## src/rtl/ref_win_fetch_if.sv

```systemverilog
// Bundles the reference-memory read port and the pixel-word stream
// between the window fetcher and its neighbours.
interface ref_win_fetch_if #(
    parameter int WIN_W = 32,
    parameter int WIN_H = 4
);
    logic                        mem_en;
    logic [31:0]                 mem_addr;
    logic [63:0]                 mem_data;
    logic                        pix_valid;
    logic                        pix_ready;
    logic [63:0]                 pix_data;
    logic [$clog2(WIN_H):0]      pix_row;
    logic [$clog2(WIN_W/8):0]    pix_col;
    logic                        pix_last;

    modport master (
        output mem_en, mem_addr, pix_valid, pix_data, pix_row, pix_col, pix_last,
        input  mem_data, pix_ready
    );

    modport slave (
        input  mem_en, mem_addr, pix_valid, pix_data, pix_row, pix_col, pix_last,
        output mem_data, pix_ready
    );
endinterface

```

## src/rtl/ref_win_fetch.sv

```systemverilog
// Walks a WIN_W x WIN_H byte window of the reference frame in 8-byte words
// and streams the returned words downstream with row/column/last tags.
module ref_win_fetch #(
    parameter logic [31:0] FRAME_BASE  = 32'd0,
    parameter int          FRAME_WIDTH = 1920,
    parameter int          WIN_W       = 32,
    parameter int          WIN_H       = 4,
    parameter int          COORD_W     = 12
) (
    input  logic               clk,
    input  logic               rst,
    input  logic               start,
    input  logic [COORD_W-1:0] base_x,
    input  logic [COORD_W-1:0] base_y,
    output logic               busy,
    output logic               done,
    ref_win_fetch_if.master    bus
);
    localparam int WORDS = WIN_W / 8;
    localparam int ROW_W = $clog2(WIN_H) + 1;
    localparam int COL_W = $clog2(WORDS) + 1;
    localparam logic [ROW_W-1:0] ROW_LAST = ROW_W'(WIN_H - 1);
    localparam logic [COL_W-1:0] COL_LAST = COL_W'(WORDS - 1);
    localparam logic [ROW_W-1:0] ROW_ONE  = ROW_W'(1);
    localparam logic [COL_W-1:0] COL_ONE  = COL_W'(1);

    typedef enum logic [1:0] {IDLE, FETCH, DRAIN} state_t;

    state_t             state;
    logic [COORD_W-1:0] bx_q;
    logic [COORD_W-1:0] by_q;
    logic [ROW_W-1:0]   row;
    logic [COL_W-1:0]   col;
    logic [ROW_W-1:0]   row_nxt;
    logic [COL_W-1:0]   col_nxt;
    logic               mem_en_q;
    logic [31:0]        mem_addr_q;
    logic               pix_valid_q;
    logic [63:0]        pix_data_q;
    logic [ROW_W-1:0]   pix_row_q;
    logic [COL_W-1:0]   pix_col_q;
    logic               pix_last_q;
    logic               busy_q;
    logic               done_q;
    logic               adv;
    logic               hs;
    logic               last_issue;

    // All address arithmetic is 32-bit and wraps; the caller keeps the window inside the frame.
    function automatic logic [31:0] word_addr(input logic [COORD_W-1:0] by,
                                              input logic [COORD_W-1:0] bx,
                                              input logic [ROW_W-1:0]   r,
                                              input logic [COL_W-1:0]   c);
        return FRAME_BASE + (32'(by) + 32'(r)) * 32'(FRAME_WIDTH) + 32'(bx) + (32'(c) << 3);
    endfunction

    assign adv        = !pix_valid_q || bus.pix_ready;
    assign hs         = pix_valid_q && bus.pix_ready;
    assign last_issue = (row == ROW_LAST) && (col == COL_LAST);

    always_comb begin
        row_nxt = row;
        col_nxt = col + COL_ONE;
        if (col == COL_LAST) begin
            col_nxt = '0;
            row_nxt = row + ROW_ONE;
        end
    end

    always_ff @(posedge clk) begin
        if (rst) begin
            state       <= IDLE;
            bx_q        <= '0;
            by_q        <= '0;
            row         <= '0;
            col         <= '0;
            mem_en_q    <= 1'b0;
            mem_addr_q  <= '0;
            pix_valid_q <= 1'b0;
            pix_data_q  <= '0;
            pix_row_q   <= '0;
            pix_col_q   <= '0;
            pix_last_q  <= 1'b0;
            busy_q      <= 1'b0;
            done_q      <= 1'b0;
        end else begin
            done_q <= 1'b0;
            // An accepted word empties the output register unless a new capture refills it below.
            if (hs) begin
                pix_valid_q <= 1'b0;
            end
            case (state)
                IDLE: begin
                    if (start) begin
                        bx_q       <= base_x;
                        by_q       <= base_y;
                        row        <= '0;
                        col        <= '0;
                        mem_en_q   <= 1'b1;
                        mem_addr_q <= word_addr(base_y, base_x, '0, '0);
                        busy_q     <= 1'b1;
                        state      <= FETCH;
                    end
                end
                FETCH: begin
                    if (adv) begin
                        pix_data_q  <= bus.mem_data;
                        pix_row_q   <= row;
                        pix_col_q   <= col;
                        pix_last_q  <= last_issue;
                        pix_valid_q <= 1'b1;
                        row         <= row_nxt;
                        col         <= col_nxt;
                        if (last_issue) begin
                            mem_en_q   <= 1'b0;
                            mem_addr_q <= '0;
                            state      <= DRAIN;
                        end else begin
                            mem_addr_q <= word_addr(by_q, bx_q, row_nxt, col_nxt);
                        end
                    end
                end
                DRAIN: begin
                    if (hs && pix_last_q) begin
                        done_q <= 1'b1;
                        busy_q <= 1'b0;
                        state  <= IDLE;
                    end
                end
                default: state <= IDLE;
            endcase
        end
    end

    assign bus.mem_en    = mem_en_q;
    assign bus.mem_addr  = mem_addr_q;
    assign bus.pix_valid = pix_valid_q;
    assign bus.pix_data  = pix_data_q;
    assign bus.pix_row   = pix_row_q;
    assign bus.pix_col   = pix_col_q;
    assign bus.pix_last  = pix_last_q;
    assign busy          = busy_q;
    assign done          = done_q;
endmodule

```

## src/flat_wrapper.sv

```systemverilog
// flat-port wrapper written by rule: the top's interface ports become plain ports
module ref_win_fetch_flat 
#(
    parameter logic [31:0] FRAME_BASE  = 32'd0,
    parameter int          FRAME_WIDTH = 1920,
    parameter int          WIN_W       = 32,
    parameter int          WIN_H       = 4,
    parameter int          COORD_W     = 12
)
  (clk, rst, start, base_x, base_y, busy, done, bus_mem_en, bus_mem_addr, bus_pix_valid, bus_pix_data, bus_pix_row, bus_pix_col, bus_pix_last, bus_mem_data, bus_pix_ready);
  ref_win_fetch_if #(.WIN_W(WIN_W), .WIN_H(WIN_H)) bus_i ();
  input  logic clk;
  input  logic rst;
  input  logic start;
  input  logic [COORD_W-1:0] base_x;
  input  logic [COORD_W-1:0] base_y;
  output logic busy;
  output logic done;
  output wire logic [$bits(bus_i.mem_en)-1:0] bus_mem_en;
  output wire logic [$bits(bus_i.mem_addr)-1:0] bus_mem_addr;
  output wire logic [$bits(bus_i.pix_valid)-1:0] bus_pix_valid;
  output wire logic [$bits(bus_i.pix_data)-1:0] bus_pix_data;
  output wire logic [$bits(bus_i.pix_row)-1:0] bus_pix_row;
  output wire logic [$bits(bus_i.pix_col)-1:0] bus_pix_col;
  output wire logic [$bits(bus_i.pix_last)-1:0] bus_pix_last;
  input wire logic [$bits(bus_i.mem_data)-1:0] bus_mem_data;
  input wire logic [$bits(bus_i.pix_ready)-1:0] bus_pix_ready;
  assign bus_mem_en = bus_i.mem_en;
  assign bus_mem_addr = bus_i.mem_addr;
  assign bus_pix_valid = bus_i.pix_valid;
  assign bus_pix_data = bus_i.pix_data;
  assign bus_pix_row = bus_i.pix_row;
  assign bus_pix_col = bus_i.pix_col;
  assign bus_pix_last = bus_i.pix_last;
  assign bus_i.mem_data = bus_mem_data;
  assign bus_i.pix_ready = bus_pix_ready;
  ref_win_fetch #(.FRAME_BASE(FRAME_BASE), .FRAME_WIDTH(FRAME_WIDTH), .WIN_W(WIN_W), .WIN_H(WIN_H), .COORD_W(COORD_W)) u_core (.clk(clk), .rst(rst), .start(start), .base_x(base_x), .base_y(base_y), .busy(busy), .done(done), .bus(bus_i));
endmodule
```

## config.mk

```make
export PLATFORM = sky130hd
export DESIGN_NAME = ref_win_fetch_flat
export DESIGN_NICKNAME = d
export VERILOG_FILES = /design/src/rtl/ref_win_fetch_if.sv /design/src/rtl/ref_win_fetch.sv /design/src/flat_wrapper.sv
export SDC_FILE = /design/constraint.sdc
export NUM_CORES = 1
export LEC_CHECK = 0
export CORE_AREA = 2 2 170 172
export DETAILED_ROUTE_END_ITERATION = 7
export DIE_AREA = 0 0 172 174
export GPL_TIMING_DRIVEN = 0
export HOLD_SLACK_MARGIN = 0.12
export PLACE_DENSITY = 0.55
export REMOVE_ABC_BUFFERS = 1
export SLEW_MARGIN = 20
export SYNTH_ARGS = -nofsm -noshare
export SYNTH_HDL_FRONTEND = slang
export SYNTH_SLANG_ARGS = --single-unit
```

## constraint.sdc

```tcl
create_clock -name clk -period 12.1 [get_ports clk]
set_input_delay 1.21 -clock clk [delete_from_list [all_inputs] [get_ports clk]]
set_output_delay 1.21 -clock clk [all_outputs]
set_load 0.01 [all_outputs]
```

Yosys cells after proc, flatten, opt, wreduce, memory -nomap -nowiden
Index checks and enable logic that the tools add are counted.
W data, S select, Z words.
- bits of input ports: 92
- word-level logic and storage cells: 72
- bits in registers: 139
- bitwise logic cells: 1
- multiplexer cells: 26
- add/sub/neg operators: 6
- equal/unequal tests: 8
- multipliers: 2
- reduce and logical (&&, ||, !) cells: 15
- operators with widths (kind ; number):
    $mux W32 ; 3
    $add A32 B12 Y32 ; 2
    $pmux W32 S2 ; 1
    $add A32 B6 Y32 ; 1
    $mul A32 B4 Y25 const B ; 1
    $mul A12 B4 Y16 const B ; 1
    $mux W3 ; 5
    $add A12 B3 Y13 ; 1
    $pmux W3 S2 ; 2
    $mux W1 ; 8
    $mux W2 ; 4
    $reduce_and A4 Y1 ; 2
    $add A3 B1 Y3 const B ; 2
    $eq A3 B2 Y1 const B ; 2
    $ne A2 B1 Y1 const B ; 3
    $pmux W2 S3 ; 1
    $reduce_and A3 Y1 ; 2
    $pmux W1 S2 ; 2
    $reduce_and A2 Y1 ; 2
    $reduce_bool A2 Y1 ; 2
    $logic_and A1 B1 Y1 ; 3
    $eq A2 B1 Y1 const B ; 1
    $eq A2 B2 Y1 const B ; 1
    $logic_not A2 Y1 ; 1
    5 further kinds ; 5

Logic depth before layout (Yosys ltp)
- word-level depth: 9
- mapped depth: 27

Least setup slack after synthesis
No wires, ideal clock.
- kind: reg2reg
- from: register u_core.col[0]
- to: register u_core.mem_addr_q[23], in the netlist u_core.bus.mem_addr[23]
- buffers on the path: 1
- cell stages (with the launch flop): 24
- arrival: 5.851 ns
- setup time: 0.128 ns
- clock period less this slack: 5.979 ns
- path slack: 6.121 ns
- path through: dfxtp_1 -> ha_1 -> nor2b_1 -> mux2i_1 -> inv_1 -> ha_1 -> a21o_1 -> a21oi_1 -> nor2_1 -> xnor2_1 -> xor2_1 -> xor2_1 -> fa_1 -> inv_1 -> ha_1 -> buf_6 -> a2111o_1 -> o2111a_1 -> nor4_2 -> o311ai_2 -> nor4b_2 -> xnor3_1 -> a221oi_2 -> nor2_1
- cells in the longest elaborated chain, start to end: 9
- ends and longest elaborated chain (item ; line ; RTL):
    from (decl) ; ref_win_fetch.sv:33 ; logic [COL_W-1:0] col;
    from (signal assigned) ; ref_win_fetch.sv:113 ; col <= col_nxt;
    $eq A3 B2 Y1 ; ref_win_fetch.sv:59, ref_win_fetch.sv:64 ;
    $mux W3 ; ref_win_fetch.sv:64 ; if (col == COL_LAST) begin
    $add A12 B3 Y13 ; ref_win_fetch.sv:54 ; return FRAME_BASE + (32'(by) + 32'(r)) * 32'(FRAME_WIDTH) + 32'(bx) + (32'(c) << 3);
    $mul A32 B4 Y25 ; ref_win_fetch.sv:54 ;
    $add A32 B12 Y32 ; ref_win_fetch.sv:54 ;
    $add A32 B6 Y32 ; ref_win_fetch.sv:54 ;
    $mux W32 (*) ; ref_win_fetch.sv:114 ; if (last_issue) begin
    $mux W32 (*) ; ref_win_fetch.sv:106 ; if (adv) begin
    $pmux W32 S2 (*) ; ref_win_fetch.sv:92 ; case (state)
    to (signal assigned) ; ref_win_fetch.sv:100 ; mem_addr_q <= word_addr(base_y, base_x, '0, '0);
    to (signal assigned) ; ref_win_fetch.sv:119 ; mem_addr_q <= word_addr(by_q, bx_q, row_nxt, col_nxt);
    to (decl) ; ref_win_fetch.sv:37 ; logic [31:0] mem_addr_q;
Mark *: on every way between the ends. The rest lies on a longest branch, timed or not. The select of a mux whose other input is x is not followed.
A chain may end at the register's enable or synchronous reset.

Worst setup path in the final report
Same ends and word-level chain as after synthesis.

==> impl_metrics.xml <==
<?xml version="1.0" encoding="UTF-8"?>
<metrics>
  <group name="timing">
    <metric name="fmaxAchievable" unit="GHz">0.1449</metric>
    <metric name="setup_viol_count_final" unit="">0</metric>
    <metric name="timing.setup.tns" unit="ns">0</metric>
    <metric name="tightestPinTransition" unit="ns">1.132</metric>
    <metric name="final_hold_viol_count" unit="">0</metric>
    <metric name="timing.clock.skew" unit="ns">0.01341</metric>
    <metric name="layout_worst_path_cycle_share" unit="">0.5703</metric>
    <metric name="period_needed" unit="ns">6.901</metric>
    <metric name="max-slew-margin-rel" unit="">0.2436</metric>
    <metric name="final_worst_setup_slack" unit="ns">5.199</metric>
    <metric name="timing.final.max_slew_violations" unit="">0</metric>
    <metric name="grt_setup_unrepaired" unit="">no</metric>
  </group>
  <group name="global_routing">
    <metric name="grt_pass1_wl" unit="mm">40.34</metric>
    <metric name="grt_max_degree" unit="">97</metric>
    <metric name="number_of_global_route_vias_before_repair" unit="">7714</metric>
    <metric name="global_route.overflow_total" unit="">0</metric>
    <metric name="initial_antenna_violation_count" unit="">0</metric>
    <metric name="grt_use_total" unit="">0.1682</metric>
  </group>
  <group name="placement">
    <metric name="pre_cts_ws" unit="ns">5.160</metric>
    <metric name="place.gp.congestion" unit="">0.8164</metric>
    <metric name="place_area" unit="mm²">0.01120</metric>
    <metric name="detailed_place_hpwl" unit="mm">18.88</metric>
    <metric name="buffer_ports.inserted" unit="">192</metric>
  </group>
  <group name="synthesis">
    <metric name="netlist_instances" unit="">1100</metric>
    <metric name="largest_cells_by_area_after_synthesis" unit="">sky130_fd_sc_hd__dfxtp_1 (30%), sky130_fd_sc_hd__nand2_1 (9.5%), sky130_fd_sc_hd__ha_1 (8.6%), sky130_fd_sc_hd__fa_1 (8.4%), sky130_fd_sc_hd__a21oi_1 (7.4%)</metric>
    <metric name="synthDistinctLibCells" unit="">75</metric>
    <metric name="number_of_synthesis_warnings" unit="">0</metric>
    <metric name="postSynth.asyncResetShare" unit="">0</metric>
    <metric name="top_reg_cell_synth" unit="">sky130_fd_sc_hd__dfxtp_1</metric>
    <metric name="yosysTopAreaCellShare" unit="">0.3008</metric>
    <metric name="flop_and_latch_count_out_of_synthesis" unit="">133</metric>
    <metric name="share_of_the_yosys_chip_area_belonging_to_registers" unit="">0.3008</metric>
    <metric name="synth.cell_area" unit="mm²">0.008851</metric>
    <metric name="post_synth.cell_area_avg" unit="µm²">8.046</metric>
    <metric name="synth.largest_area_cell" unit="">sky130_fd_sc_hd__dfxtp_1</metric>
    <metric name="synth-edff-count" unit="">0</metric>
  </group>
  <group name="layout">
    <metric name="final_design_area_no_fill" unit="mm²">0.01183</metric>
    <metric name="seq_area" unit="mm²">0.002663</metric>
    <metric name="nets" unit="">1455</metric>
    <metric name="antenna-diode-count" unit="">0</metric>
    <metric name="layout.cells.most_common_list" unit="">sky130_fd_sc_hd__nand2_1 (223), sky130_fd_sc_hd__clkdlybuf4s50_1 (191), sky130_fd_sc_hd__dfxtp_1 (133), sky130_fd_sc_hd__a21oi_1 (131), sky130_fd_sc_hd__nor2_1 (63)</metric>
    <metric name="n_fill_cell" unit="">2958</metric>
    <metric name="fraction_of_final_layout_cells_sized_beyond_drive_strength_1" unit="">0.04930</metric>
    <metric name="commonest_non_fill_non_tap_cell_in_the_layout" unit="">sky130_fd_sc_hd__nand2_1</metric>
    <metric name="multi_input_comb_area" unit="mm²">0.005769</metric>
    <metric name="syn_to_final_growth" unit="%">33.63</metric>
  </group>
  <group name="floorplan">
    <metric name="floorplan.die.width" unit="µm">172</metric>
    <metric name="fp.dieArea" unit="mm²">0.02993</metric>
    <metric name="initial_utilization" unit="">0.3135</metric>
    <metric name="std_cell_rows" unit="">62</metric>
    <metric name="io_pins" unit="">199</metric>
    <metric name="die_h" unit="µm">174</metric>
    <metric name="core_region_area" unit="mm²">0.02824</metric>
  </group>
  <group name="drt">
    <metric name="route.vias.total" unit="">8142</metric>
    <metric name="drt-initial-drc-count" unit="">467</metric>
    <metric name="dr_drc_count" unit="">0</metric>
    <metric name="detailedRoute.firstPassIterationCount" unit="">5</metric>
    <metric name="route.final.wire_length" unit="mm">25.22</metric>
    <metric name="per_cell_routed_wire_length" unit="µm">15.17</metric>
    <metric name="vias_cell" unit="">4.899</metric>
    <metric name="ant_nets" unit="">0</metric>
  </group>
  <group name="min_path">
    <metric name="hold_path_end" unit="">u_core.bus.pix_col[2]$_SDFFE_PP0P_</metric>
    <metric name="worst_hold_path.num_cells" unit="">2</metric>
    <metric name="hold_path_class" unit="">reg2reg</metric>
    <metric name="holdCritStartpoint" unit="">u_core.bus.pix_col[2]$_SDFFE_PP0P_</metric>
  </group>
  <group name="pwr">
    <metric name="power_leakage" unit="nW">4.628</metric>
    <metric name="ir_drop" unit="V">0.00009150</metric>
    <metric name="ratio_of_total_power_to_cell_area" unit="mW/mm²">139.7</metric>
  </group>
  <group name="critical_path">
    <metric name="worstSetupStartpointType" unit="">flip-flop</metric>
    <metric name="reg2reg_setup_slack" unit="ns">5.20</metric>
    <metric name="worst-path-max-fanout" unit="">8</metric>
    <metric name="timing.reg2reg.worst_path_depth" unit="">22</metric>
    <metric name="worstReg2RegEnd" unit="">u_core.bus.mem_addr[23]$_SDFFE_PP0P_</metric>
    <metric name="cp-end-kind" unit="">flip-flop</metric>
    <metric name="crit_type" unit="">reg2reg</metric>
    <metric name="worst-endpoint-required" unit="ns">12.40</metric>
    <metric name="regToRegStartpoint" unit="">u_core.col[0]$_SDFFE_PP0P_</metric>
    <metric name="timing.critical_path.arrival" unit="ns">7.20</metric>
  </group>
  <group name="clocking">
    <metric name="cts-hold-fix-buffers" unit="">0</metric>
    <metric name="post-cts-setup-buffers" unit="">0</metric>
    <metric name="clock_sink_count" unit="">133</metric>
    <metric name="h-tree-depth" unit="">4</metric>
    <metric name="cts_root_buf" unit="">sky130_fd_sc_hd__clkbuf_16</metric>
    <metric name="worst_setup_hold_path_clk_slew" unit="ns">0.06</metric>
    <metric name="clock_latency" unit="ns">0.43</metric>
    <metric name="cts_resized" unit="">0</metric>
    <metric name="tritoncts_clock_tree" unit="">done</metric>
    <metric name="buffers_from_clock_root_to_sink_at_most" unit="">2</metric>
    <metric name="cts_inserted_buffers" unit="">17</metric>
  </group>
  <group name="flow_run">
    <metric name="drv.max_cap_violation_count" unit="">0</metric>
  </group>
  <group name="status">
    <metric name="status" unit="">finished, final reports clean</metric>
  </group>
</metrics>
logic make-up (layout without fill, tap and decap cells):
logic type	Yosys count	count (layout)	share of synthesized area
and+or+nand+nor	425	425	0.2226
AOI/OAI and AO/OA	253	253	0.1790
DFF	133	133	0.3008
buffers and inverters	118	291	0.05343
adders and majority gates	103	103	0.1756
xor gates and xnor gates	65	65	0.06588
muxes	2	2	0.002262
other	1	6	0.0004237
critical path, stage by stage (launching register included):
cell	delay, ns
sky130_fd_sc_hd__dfxtp_1	0.38
sky130_fd_sc_hd__ha_1	0.22
sky130_fd_sc_hd__nor2b_1	0.29
sky130_fd_sc_hd__mux2i_1	0.38
sky130_fd_sc_hd__inv_1	0.08
sky130_fd_sc_hd__ha_1	0.27
sky130_fd_sc_hd__a21o_1	0.18
sky130_fd_sc_hd__a21oi_1	0.56
sky130_fd_sc_hd__nor2_1	0.11
sky130_fd_sc_hd__xnor2_1	0.73
sky130_fd_sc_hd__xor2_1	0.23
sky130_fd_sc_hd__xor2_1	0.21
sky130_fd_sc_hd__fa_1	0.53
sky130_fd_sc_hd__inv_1	0.04
sky130_fd_sc_hd__ha_1	0.39
sky130_fd_sc_hd__a2111o_1	0.43
sky130_fd_sc_hd__o2111a_1	0.29
sky130_fd_sc_hd__nor4_2	0.33
sky130_fd_sc_hd__o311ai_2	0.20
sky130_fd_sc_hd__nor4b_2	0.34
sky130_fd_sc_hd__xnor3_1	0.27
sky130_fd_sc_hd__a221oi_2	0.24
sky130_fd_sc_hd__nor2_1	0.06
area by class of cell:
| cell class | count | area share |
|---|---|---|
| clock buffer | 19 | 0.03660 |
| multi-input combinational | 854 | 0.4878 |
| tap | 384 | 0.04062 |
| clock inverter | 13 | 0.01640 |
| sequential | 133 | 0.2251 |
| inverter | 60 | 0.01904 |
| timing repair buffer | 199 | 0.1744 |
where the power goes:
part           switching, W  total [W]  internal [W]
clock              0.000214   0.000562      0.000349
sequential        0.0000185   0.000488      0.000470
combinational      0.000330   0.000602      0.000272
total              0.000562    0.00165       0.00109
registers in the layout, summed over array words and instances, names as in the netlist, 2 cells and up:
signal               cells
u_core.row               3
u_core.state             2
u_core.bus.pix_col       3
u_core.col               3
u_core.bus.pix_data     64
u_core.bus.mem_addr     26
u_core.bx_q             12
u_core.bus.pix_row       3
u_core.by_q             12
cell usage after synthesis, types with 11 or more instances:
cell / instances
sky130_fd_sc_hd__nor3_1: 34
sky130_fd_sc_hd__inv_1: 60
sky130_fd_sc_hd__a211oi_1: 12
sky130_fd_sc_hd__fa_1: 37
sky130_fd_sc_hd__xnor2_1: 40
sky130_fd_sc_hd__o21ai_0: 32
sky130_fd_sc_hd__nand3_1: 17
sky130_fd_sc_hd__nand2_1: 225
sky130_fd_sc_hd__ha_1: 61
sky130_fd_sc_hd__a21oi_1: 131
sky130_fd_sc_hd__nor2_1: 66
sky130_fd_sc_hd__o21a_1: 11
sky130_fd_sc_hd__clkbuf_1: 51
sky130_fd_sc_hd__nand2b_1: 11
sky130_fd_sc_hd__xor2_1: 24
sky130_fd_sc_hd__nor2b_1: 14
sky130_fd_sc_hd__dfxtp_1: 133
sky130_fd_sc_hd__a221oi_1: 12
stage by stage:
stage,instances,total power [W],hold WS [ns],utilization
floorplan,1047,0.0008952,0.4305,-
global placement,1623,0.001091,0.4409,0.3904
detailed placement,1630,0.001099,0.4453,0.3967
CTS,1662,0.001671,0.4541,0.4189
global route,1662,0.001761,0.4651,0.4189
finish,1662,0.001652,0.4525,0.4189
worst max path at each step:
stage | from | to | slack (ns) | cells past startpoint
detailed placement | u_core.col[0]$_SDFFE_PP0P_ | u_core.bus.mem_addr[23]$_SDFFE_PP0P_ | 5.16 | 22
floorplan | u_core.col[0]$_SDFFE_PP0P_ | u_core.bus.mem_addr[23]$_SDFFE_PP0P_ | 6.15 | 22
global placement | bus_pix_ready | u_core.bus.mem_addr[18]$_SDFFE_PP0P_ | 2.81 | 6
finish | u_core.col[0]$_SDFFE_PP0P_ | u_core.bus.mem_addr[23]$_SDFFE_PP0P_ | 5.20 | 22
global route | u_core.col[0]$_SDFFE_PP0P_ | u_core.bus.mem_addr[23]$_SDFFE_PP0P_ | 4.63 | 22
CTS | u_core.col[0]$_SDFFE_PP0P_ | u_core.bus.mem_addr[23]$_SDFFE_PP0P_ | 5.13 | 22
metal layers:
metal,global-route usage,wire length [µm]
met4,0.04517,310
met1,0.2211,11560
met3,0.04349,1940
met5,0,0
met2,0.2728,11410
Power figures use the tool's default switching activity.
